===== config.mk =====
export PLATFORM = sky130hd
export DESIGN_NAME = id_ex_stage_reg_flat
export DESIGN_NICKNAME = d
export VERILOG_FILES = /design/src/rtl/pipeline_pkg.sv /design/src/rtl/id_ex_stage_reg_if.sv /design/src/rtl/halt_drain_fsm.sv /design/src/rtl/id_ex_stage_reg.sv /design/src/flat_wrapper.sv
export SDC_FILE = /design/constraint.sdc
export NUM_CORES = 1
export LEC_CHECK = 0
export CAP_MARGIN = 10
export CORE_MARGIN = 5
export CORE_UTILIZATION = 38
export CTS_BUF_LIST = sky130_fd_sc_hd__clkbuf_16
export DETAILED_ROUTE_END_ITERATION = 10
export GPL_TIMING_DRIVEN = 0
export PLACE_DENSITY = 0.79
export SETUP_SLACK_MARGIN = 0.05
export SYNTH_ARGS = -nofsm -noshare
export SYNTH_HDL_FRONTEND = slang
export SYNTH_SLANG_ARGS = --single-unit
export TNS_END_PERCENT = 100

===== constraint.sdc =====
create_clock -name clk -period 1.7 [get_ports clk]
set_input_delay 0.17 -clock clk [delete_from_list [all_inputs] [get_ports clk]]
set_output_delay 0.17 -clock clk [all_outputs]
set_load 0.01 [all_outputs]

===== src/rtl/pipeline_pkg.sv =====
// Shared pipeline definitions: opcodes, halt-drain FSM encoding, ID/EX control bundle.
// Also used by the EX/MEM register; keep the control bundle layout stable.
package pipeline_pkg;

  localparam logic [3:0] OP_ATYPE  = 4'b0001;
  localparam logic [3:0] OP_BRANCH = 4'b1000;
  localparam logic [3:0] OP_JUMP   = 4'b1001;
  localparam logic [3:0] OP_HALT   = 4'b1111;

  localparam logic [1:0] ST_RUN    = 2'd0;
  localparam logic [1:0] ST_DRAIN  = 2'd1;
  localparam logic [1:0] ST_HALTED = 2'd2;

  // Bubbles loaded after the halt before it is considered retired from WB
  localparam logic [1:0] DRAIN_CNT_INIT = 2'd2;

  typedef struct packed {
    logic       valid;
    logic [3:0] opcode;
    logic [3:0] funct;
    logic [3:0] aluop;
    logic       branch;
    logic       jump;
    logic       halt;
  } id_ex_ctrl_t;

  localparam id_ex_ctrl_t CTRL_BUBBLE = '0;

  function automatic logic starts_drain(input logic valid, input logic halt);
    return valid & halt;
  endfunction

endpackage


===== src/rtl/id_ex_stage_reg_if.sv =====
// ID-to-EX bus: stage controls, ID-side instruction fields and registered EX-side copies.
// master = upstream/pipeline side, slave = the ID/EX register.
interface id_ex_stage_reg_if #(
  parameter int DATA_W     = 16,
  parameter int REG_ADDR_W = 4
);
  logic                  stall_i;
  logic                  flush_i;
  logic                  id_valid_i;
  logic [3:0]            id_opcode_i;
  logic [3:0]            id_funct_i;
  logic [3:0]            id_aluop_i;
  logic                  id_branch_i;
  logic                  id_jump_i;
  logic                  id_halt_i;
  logic [DATA_W-1:0]     id_op1_i;
  logic [DATA_W-1:0]     id_op2_i;
  logic [DATA_W-1:0]     id_imm_i;
  logic [REG_ADDR_W-1:0] id_rs1_i;
  logic [REG_ADDR_W-1:0] id_rs2_i;
  logic [REG_ADDR_W-1:0] id_rd_i;

  logic                  ex_valid_o;
  logic [3:0]            ex_opcode_o;
  logic [3:0]            ex_funct_o;
  logic [3:0]            ex_aluop_o;
  logic                  ex_branch_o;
  logic                  ex_jump_o;
  logic                  ex_halt_o;
  logic [DATA_W-1:0]     ex_op1_o;
  logic [DATA_W-1:0]     ex_op2_o;
  logic [DATA_W-1:0]     ex_imm_o;
  logic [REG_ADDR_W-1:0] ex_rs1_o;
  logic [REG_ADDR_W-1:0] ex_rs2_o;
  logic [REG_ADDR_W-1:0] ex_rd_o;
  logic                  draining_o;
  logic                  halted_o;

  modport master (
    output stall_i, flush_i, id_valid_i, id_opcode_i, id_funct_i, id_aluop_i,
           id_branch_i, id_jump_i, id_halt_i, id_op1_i, id_op2_i, id_imm_i,
           id_rs1_i, id_rs2_i, id_rd_i,
    input  ex_valid_o, ex_opcode_o, ex_funct_o, ex_aluop_o, ex_branch_o,
           ex_jump_o, ex_halt_o, ex_op1_o, ex_op2_o, ex_imm_o, ex_rs1_o,
           ex_rs2_o, ex_rd_o, draining_o, halted_o
  );

  modport slave (
    input  stall_i, flush_i, id_valid_i, id_opcode_i, id_funct_i, id_aluop_i,
           id_branch_i, id_jump_i, id_halt_i, id_op1_i, id_op2_i, id_imm_i,
           id_rs1_i, id_rs2_i, id_rd_i,
    output ex_valid_o, ex_opcode_o, ex_funct_o, ex_aluop_o, ex_branch_o,
           ex_jump_o, ex_halt_o, ex_op1_o, ex_op2_o, ex_imm_o, ex_rs1_o,
           ex_rs2_o, ex_rd_o, draining_o, halted_o
  );

endinterface


===== src/rtl/halt_drain_fsm.sv =====
// Halt-drain sequencer: RUN -> DRAIN (2 more bubble edges) -> HALTED, terminal until reset.
// Outputs decode the state register directly, so they are glitch-free and registered.
module halt_drain_fsm
  import pipeline_pkg::*;
(
  input  logic clk,
  input  logic rst_n,
  input  logic i_load_halt,
  output logic o_draining,
  output logic o_halted,
  output logic o_force_bubble
);

  logic [1:0] r_state;
  logic [1:0] r_cnt;

  always_ff @(posedge clk or negedge rst_n) begin
    if (!rst_n) begin
      r_state <= ST_RUN;
      r_cnt   <= 2'd0;
    end else begin
      case (r_state)
        ST_RUN: begin
          if (i_load_halt) begin
            r_state <= ST_DRAIN;
            r_cnt   <= DRAIN_CNT_INIT;
          end
        end
        ST_DRAIN: begin
          if (r_cnt == 2'd0) r_state <= ST_HALTED;
          else               r_cnt   <= r_cnt - 2'd1;
        end
        ST_HALTED: r_state <= ST_HALTED;
        default:   r_state <= ST_HALTED;
      endcase
    end
  end

  assign o_draining     = (r_state == ST_DRAIN);
  assign o_halted       = (r_state == ST_HALTED);
  assign o_force_bubble = (r_state != ST_RUN);

endmodule


===== src/rtl/id_ex_stage_reg.sv =====
// ID/EX pipeline register with bubble insertion and halt drain; 1-cycle latency, stall holds.
// Optional flush-bubble counter on flush_cnt_o when ID_EX_FLUSH_CNT_EN is defined.
module id_ex_stage_reg
  import pipeline_pkg::*;
#(
  parameter int DATA_W     = 16,
  parameter int REG_ADDR_W = 4
) (
  input  logic              clk,
  input  logic              rst_n,
  id_ex_stage_reg_if.slave  bus
`ifdef ID_EX_FLUSH_CNT_EN
  ,
  output logic [15:0]       flush_cnt_o
`endif
);

  id_ex_ctrl_t           r_ctrl;
  logic [DATA_W-1:0]     r_op1;
  logic [DATA_W-1:0]     r_op2;
  logic [DATA_W-1:0]     r_imm;
  logic [REG_ADDR_W-1:0] r_rs1;
  logic [REG_ADDR_W-1:0] r_rs2;
  logic [REG_ADDR_W-1:0] r_rd;

  id_ex_ctrl_t w_id_ctrl;
  logic        w_force_bubble;
  logic        w_bubble;
  logic        w_load;
  logic        w_load_halt;

  assign w_id_ctrl.valid  = bus.id_valid_i;
  assign w_id_ctrl.opcode = bus.id_opcode_i;
  assign w_id_ctrl.funct  = bus.id_funct_i;
  assign w_id_ctrl.aluop  = bus.id_aluop_i;
  assign w_id_ctrl.branch = bus.id_branch_i;
  assign w_id_ctrl.jump   = bus.id_jump_i;
  assign w_id_ctrl.halt   = bus.id_halt_i;

  // Halt state outranks flush, flush outranks stall
  assign w_bubble    = w_force_bubble | bus.flush_i;
  assign w_load      = ~w_bubble & ~bus.stall_i;
  assign w_load_halt = w_load & starts_drain(bus.id_valid_i, bus.id_halt_i);

  halt_drain_fsm u_halt_fsm (
    .clk            (clk),
    .rst_n          (rst_n),
    .i_load_halt    (w_load_halt),
    .o_draining     (bus.draining_o),
    .o_halted       (bus.halted_o),
    .o_force_bubble (w_force_bubble)
  );

  always_ff @(posedge clk or negedge rst_n) begin
    if (!rst_n) begin
      r_ctrl <= CTRL_BUBBLE;
      r_op1  <= '0;
      r_op2  <= '0;
      r_imm  <= '0;
      r_rs1  <= '0;
      r_rs2  <= '0;
      r_rd   <= '0;
    end else if (w_bubble) begin
      r_ctrl <= CTRL_BUBBLE;
      r_op1  <= '0;
      r_op2  <= '0;
      r_imm  <= '0;
      r_rs1  <= '0;
      r_rs2  <= '0;
      r_rd   <= '0;
    end else if (w_load) begin
      r_ctrl <= w_id_ctrl;
      r_op1  <= bus.id_op1_i;
      r_op2  <= bus.id_op2_i;
      r_imm  <= bus.id_imm_i;
      r_rs1  <= bus.id_rs1_i;
      r_rs2  <= bus.id_rs2_i;
      r_rd   <= bus.id_rd_i;
    end
  end

  assign bus.ex_valid_o  = r_ctrl.valid;
  assign bus.ex_opcode_o = r_ctrl.opcode;
  assign bus.ex_funct_o  = r_ctrl.funct;
  assign bus.ex_aluop_o  = r_ctrl.aluop;
  assign bus.ex_branch_o = r_ctrl.branch;
  assign bus.ex_jump_o   = r_ctrl.jump;
  assign bus.ex_halt_o   = r_ctrl.halt;
  assign bus.ex_op1_o    = r_op1;
  assign bus.ex_op2_o    = r_op2;
  assign bus.ex_imm_o    = r_imm;
  assign bus.ex_rs1_o    = r_rs1;
  assign bus.ex_rs2_o    = r_rs2;
  assign bus.ex_rd_o     = r_rd;

`ifdef ID_EX_FLUSH_CNT_EN
  logic [15:0] r_flush_cnt;

  // Counts flushes seen while running, even when the stage is also stalled
  always_ff @(posedge clk or negedge rst_n) begin
    if (!rst_n) begin
      r_flush_cnt <= 16'd0;
    end else if (!w_force_bubble && bus.flush_i && (r_flush_cnt != 16'hFFFF)) begin
      r_flush_cnt <= r_flush_cnt + 16'd1;
    end
  end

  assign flush_cnt_o = r_flush_cnt;
`endif

endmodule


===== src/flat_wrapper.sv =====
// flat-port wrapper written by rule: the top's interface ports become plain ports
module id_ex_stage_reg_flat import pipeline_pkg::*;
#(
  parameter int DATA_W     = 16,
  parameter int REG_ADDR_W = 4
)
  (clk, rst_n, bus_stall_i, bus_flush_i, bus_id_valid_i, bus_id_opcode_i, bus_id_funct_i, bus_id_aluop_i, bus_id_branch_i, bus_id_jump_i, bus_id_halt_i, bus_id_op1_i, bus_id_op2_i, bus_id_imm_i, bus_id_rs1_i, bus_id_rs2_i, bus_id_rd_i, bus_ex_valid_o, bus_ex_opcode_o, bus_ex_funct_o, bus_ex_aluop_o, bus_ex_branch_o, bus_ex_jump_o, bus_ex_halt_o, bus_ex_op1_o, bus_ex_op2_o, bus_ex_imm_o, bus_ex_rs1_o, bus_ex_rs2_o, bus_ex_rd_o, bus_draining_o, bus_halted_o);
  id_ex_stage_reg_if #(.DATA_W(DATA_W), .REG_ADDR_W(REG_ADDR_W)) bus_i ();
  input  logic clk;
  input  logic rst_n;
  input wire logic [$bits(bus_i.stall_i)-1:0] bus_stall_i;
  input wire logic [$bits(bus_i.flush_i)-1:0] bus_flush_i;
  input wire logic [$bits(bus_i.id_valid_i)-1:0] bus_id_valid_i;
  input wire logic [$bits(bus_i.id_opcode_i)-1:0] bus_id_opcode_i;
  input wire logic [$bits(bus_i.id_funct_i)-1:0] bus_id_funct_i;
  input wire logic [$bits(bus_i.id_aluop_i)-1:0] bus_id_aluop_i;
  input wire logic [$bits(bus_i.id_branch_i)-1:0] bus_id_branch_i;
  input wire logic [$bits(bus_i.id_jump_i)-1:0] bus_id_jump_i;
  input wire logic [$bits(bus_i.id_halt_i)-1:0] bus_id_halt_i;
  input wire logic [$bits(bus_i.id_op1_i)-1:0] bus_id_op1_i;
  input wire logic [$bits(bus_i.id_op2_i)-1:0] bus_id_op2_i;
  input wire logic [$bits(bus_i.id_imm_i)-1:0] bus_id_imm_i;
  input wire logic [$bits(bus_i.id_rs1_i)-1:0] bus_id_rs1_i;
  input wire logic [$bits(bus_i.id_rs2_i)-1:0] bus_id_rs2_i;
  input wire logic [$bits(bus_i.id_rd_i)-1:0] bus_id_rd_i;
  output wire logic [$bits(bus_i.ex_valid_o)-1:0] bus_ex_valid_o;
  output wire logic [$bits(bus_i.ex_opcode_o)-1:0] bus_ex_opcode_o;
  output wire logic [$bits(bus_i.ex_funct_o)-1:0] bus_ex_funct_o;
  output wire logic [$bits(bus_i.ex_aluop_o)-1:0] bus_ex_aluop_o;
  output wire logic [$bits(bus_i.ex_branch_o)-1:0] bus_ex_branch_o;
  output wire logic [$bits(bus_i.ex_jump_o)-1:0] bus_ex_jump_o;
  output wire logic [$bits(bus_i.ex_halt_o)-1:0] bus_ex_halt_o;
  output wire logic [$bits(bus_i.ex_op1_o)-1:0] bus_ex_op1_o;
  output wire logic [$bits(bus_i.ex_op2_o)-1:0] bus_ex_op2_o;
  output wire logic [$bits(bus_i.ex_imm_o)-1:0] bus_ex_imm_o;
  output wire logic [$bits(bus_i.ex_rs1_o)-1:0] bus_ex_rs1_o;
  output wire logic [$bits(bus_i.ex_rs2_o)-1:0] bus_ex_rs2_o;
  output wire logic [$bits(bus_i.ex_rd_o)-1:0] bus_ex_rd_o;
  output wire logic [$bits(bus_i.draining_o)-1:0] bus_draining_o;
  output wire logic [$bits(bus_i.halted_o)-1:0] bus_halted_o;
  assign bus_i.stall_i = bus_stall_i;
  assign bus_i.flush_i = bus_flush_i;
  assign bus_i.id_valid_i = bus_id_valid_i;
  assign bus_i.id_opcode_i = bus_id_opcode_i;
  assign bus_i.id_funct_i = bus_id_funct_i;
  assign bus_i.id_aluop_i = bus_id_aluop_i;
  assign bus_i.id_branch_i = bus_id_branch_i;
  assign bus_i.id_jump_i = bus_id_jump_i;
  assign bus_i.id_halt_i = bus_id_halt_i;
  assign bus_i.id_op1_i = bus_id_op1_i;
  assign bus_i.id_op2_i = bus_id_op2_i;
  assign bus_i.id_imm_i = bus_id_imm_i;
  assign bus_i.id_rs1_i = bus_id_rs1_i;
  assign bus_i.id_rs2_i = bus_id_rs2_i;
  assign bus_i.id_rd_i = bus_id_rd_i;
  assign bus_ex_valid_o = bus_i.ex_valid_o;
  assign bus_ex_opcode_o = bus_i.ex_opcode_o;
  assign bus_ex_funct_o = bus_i.ex_funct_o;
  assign bus_ex_aluop_o = bus_i.ex_aluop_o;
  assign bus_ex_branch_o = bus_i.ex_branch_o;
  assign bus_ex_jump_o = bus_i.ex_jump_o;
  assign bus_ex_halt_o = bus_i.ex_halt_o;
  assign bus_ex_op1_o = bus_i.ex_op1_o;
  assign bus_ex_op2_o = bus_i.ex_op2_o;
  assign bus_ex_imm_o = bus_i.ex_imm_o;
  assign bus_ex_rs1_o = bus_i.ex_rs1_o;
  assign bus_ex_rs2_o = bus_i.ex_rs2_o;
  assign bus_ex_rd_o = bus_i.ex_rd_o;
  assign bus_draining_o = bus_i.draining_o;
  assign bus_halted_o = bus_i.halted_o;
  id_ex_stage_reg #(.DATA_W(DATA_W), .REG_ADDR_W(REG_ADDR_W)) u_core (.clk(clk), .rst_n(rst_n), .bus(bus_i));
endmodule

==> key figures, run 1 <==
Outcome
  • Outcome: finished, final reports clean

Synthesis
  • Area fraction of the dominant cell type after synthesis: between 60% and 70%
  • Top FF cell, synth: dfrtp_1
  • Yosys reg bits: 80
  • Compound-cell area share of the yosys netlist: 24.31%
  • Main combinational cell family by area after synthesis: compound AO/OA/AOI/OAI gates
  • Synth Area in XOR/XNOR: 0%
  • Count leader, synth: dfrtp_1
  • Post-synth EDFFs: 0
  • Mux cell area share after synthesis: 0%
  • Synth async-reset ratio: 100.0%
  • Mapped Nets: 267
  • Yosys warnings: 0
  • Cell area after synthesis: 2883 sq um
  • Adder and majority cell fraction of the synthesized area: 0.4340%
  • Synth Instances: 186
  • Seq/Total Area, Yosys: between 60% and 70%
  • Synth unique cells: 17
  • Synth Area in Simple Gates: about 2.4%
  • Synth area leader: dfrtp_1
  • Top post-synthesis cells by area: dfrtp_1, a22o_1, buf_4, clkbuf_1, nor4b_4
  • Post-synth top cells: dfrtp_1, a22o_1, buf_4
  • Synthesized area per cell: between 15 and 20 sq um

STA
  • Max Transition Viols Final: 0
  • RSZ-0062 raised after global routing: false
  • Rel. slew slack: approximately two thirds
  • Sum Neg Setup Slack: 0 ps
  • FMAX: 651.0 MHz
  • Final setup fails: 0
  • Final worst-path cycle share: 90.36%
  • Worst Tran Pin Value: 507.6 ps
  • Minimum clock period: approximately 1500 ps
  • Final hold vios: 0
  • Max Clock Skew: 7.862 ps

Critical path
  • Kind of critical path: reg2reg
  • Req. time, crit path: between 1500 and 2000 ps
  • Max FO, Critical Path: 10
  • Kind of start point of the critical path: register
  • CP endpoint kind: register
  • FF-to-FF End: u_core.bus.ex_imm_o[13]$_DFFE_PN0P_
  • Reg2reg path depth: 4
  • Flop2flop setup slack: 160 ps
  • Critical path arrival: 1780 ps
  • Reg-to-Reg Start: u_core.u_halt_fsm.r_state[0]$_DFFE_PN0P_

Floorplanning
  • Die width: 97.10 microns
  • Core area: 7331 sq um
  • IO Pins: 158
  • Initial Utilization: between 30% and 40%
  • Number of core rows: 31
  • Die height: 97.10 microns
  • Die ar.: 9428 sq um

Route
  • DRC violations left: 0
  • Number of nets with antenna violations after routing: 0
  • Via density per instance: 4.989
  • WL/cell: ~17 microns
  • Final wirelength: 7820 microns
  • Initial drt markers: 86
  • Via count: 2305
  • Detailed Routing Iterations Pass 1: 4

Power and ir drop
  • VDD IR-drop max: 0.0006081 V
  • Leak pwr: roughly 0.0022 uW
  • Register share of total power: 42.1%
  • Switching share of total power: 26.06%
  • Comb pwr share: 24.9%
  • Clock power share: 33.0%
  • Int Pwr: 4065 uW
  • NetSw: approximately 1400 uW
  • Cell Pwr Density: 1117 nW/um^2

Placed design
  • Post-DP HPWL: 5984 microns
  • Port buffer count: 157
  • GP Congestion: 0.7615

Global routing
  • Initial antenna violation count: 0
  • First-pass GRT wire length: 13050 microns
  • Gr ovfl total: 0
  • Number of global-route vias before repair: approximately 2.5k
  • GRT Total Usage: 16.88%
  • Largest net degree at the start of global routing: 43

Clock network
  • Clk pin slew, worst setup/hold paths: ~60 ps
  • Clk Latency, worst-skew pair: between 300 and 400 ps
  • Clock tree buffer depth: 2
  • CTS tree: built
  • TritonCTS Buffers: 9
  • H-tree depth: 3
  • Root buf cell: clkbuf_16
  • CTS sink count: 80

Cells and area
  • NumNets Final: roughly 440
  • # diodes: 0
  • Util after Layout: around 67%
  • Syn-to-layout area delta: 70.70%
  • Ratio of cells with drive above 1 in the final layout: 10.47%

Min path
  • Hold Path Class: in2async

Run
  • Max cap viols: 0
[metal layers]
| layer | global-route usage (%) | vias up | share of wire (%) |
|---|---|---|---|
| met1 | 22.40 | 1125 | 44 |
| met2 | 26.43 | 107 | 47 |
| li1 | - | 1061 | - |
| met4 | 5.940 | 0 | 1.5 |
| met5 | 0 | - | 0 |
| met3 | 4.882 | 12 | 7.2 |
[sequential cells by signal, indices dropped and copies added (netlist names)]
name,cells
u_core.bus.ex_imm_o,16
u_core.bus.ex_op1_o,16
u_core.bus.ex_op2_o,16
u_core.bus.ex_aluop_o,4
u_core.bus.ex_funct_o,4
u_core.bus.ex_opcode_o,4
u_core.bus.ex_rd_o,4
u_core.bus.ex_rs1_o,4
u_core.bus.ex_rs2_o,4
u_core.u_halt_fsm.r_cnt,2
u_core.u_halt_fsm.r_state,2
u_core.bus.ex_branch_o,1
u_core.bus.ex_halt_o,1
u_core.bus.ex_jump_o,1
u_core.bus.ex_valid_o,1
[metrics by stage]
| step | power, uW | hold WS [ps] | setup slack (ps) | cell area, sq um | cells |
|---|---|---|---|---|---|
| floorplan | 2878 | -125.6 | 341.5 | 2883 | 186 |
| global placement | 3678 | 486.8 | -2215 | 4578 | 442 |
| detailed placement | 3718 | 175.1 | -146.5 | 4596 | 443 |
| CTS | 5554 | 383.0 | 72.87 | 4897 | 460 |
| global route | 5771 | 412.7 | 50.92 | 4921 | 462 |
| finish | 5498 | 368.9 | 163.9 | 4921 | 462 |
[cell type report]
cell class,instances,area [sq um]
Inverter,2,7.507
Clock inverter,7,63.81
Clock buffer,9,225.2
Multi-Input combinational cell,88,782.0
Buffer,16,102.6
Fill cell,548,2410
Timing Repair Buffer,161,1612
Sequential cell,80,2004
Tap cell,99,123.9
[repair_timing]
action | CTS | global route
resized for setup | 5 | 14
hold buffers | 1 | 0
setup endpoints to repair | 41 | 71
hold endpoints to repair | 38 | 0
setup buffers | 0 | 2
pin swaps | 0 | 1
cloned | 0 | 0
[cells by family (layout without fill, tap and decap cells)]
family / count (synthesis) / in the layout
adder cells (fa/ha/maj): 1 / 1
AND/OR/NAND/NOR: 6 / 6
AO/OA/AOI/OAI: 81 / 81
flip-flops: 80 / 80
buffers and inverters: 18 / 195
[power by group through the flow]
stage | logic, uW | clock network, uW | registers [uW]
2_1_floorplan | 451 | 0 | 2430
3_3_place_gp | 1350 | 0 | 2330
3_5_place_dp | 1380 | 0 | 2340
4_1_cts | 1380 | 1860 | 2320
5_1_grt | 1480 | 1940 | 2350
6_report | 1370 | 1810 | 2310
[worst max path at each step]
stage,start,to,slack (ps),depth (start not counted)
2_1_floorplan,u_core.u_halt_fsm.r_state[0]$_DFFE_PN0P_,u_core.bus.ex_imm_o[0]$_DFFE_PN0P_,340,4
3_3_place_gp,rst_n,u_core.bus.ex_op1_o[11]$_DFFE_PN0P_,-2220,1
3_5_place_dp,bus_stall_i,u_core.bus.ex_imm_o[13]$_DFFE_PN0P_,-150,5
4_1_cts,u_core.u_halt_fsm.r_state[0]$_DFFE_PN0P_,u_core.bus.ex_imm_o[13]$_DFFE_PN0P_,70,4
5_1_grt,u_core.u_halt_fsm.r_state[0]$_DFFE_PN0P_,u_core.bus.ex_rs1_o[0]$_DFFE_PN0P_,50,4
6_report,u_core.u_halt_fsm.r_state[0]$_DFFE_PN0P_,u_core.bus.ex_imm_o[13]$_DFFE_PN0P_,160,4
[cells in the final DEF, fill, tap and decap left out]
cell             instances
clkdlybuf4s50_1        154
dfrtp_1                 78
a22o_1                  76
buf_4                   12
clkbuf_16                9
clkbuf_2                 7
inv_1                    3
clkinvlp_4               3
nor2b_1                  2
clkinv_1                 2
dlygate4sd2_1            2
dfrtp_2                  2
nor4b_4                  1
nor4_4                   1
nor3b_1                  1
a31o_2                   1
nand2_1                  1
o21ai_1                  1
a311oi_1                 1
a21oi_1                  1
a21o_1                   1
ha_1                     1
bufinv_16                1
dlygate4sd3_1            1
buf_12                   1
[worst max-delay path, cell delays in order, from the launching register on]
cell and delay (ps):
dfrtp_2 460, nor4b_4 420, buf_4 240, buf_4 190, a22o_1 160
(Power assumes the default switching activity.)
==> run 2: changes to the inputs <==
SLEW_MARGIN = 20   (was default)
==> results of run 2 <==
No change in the layout: final DEF, timing and power equal those of run 1.
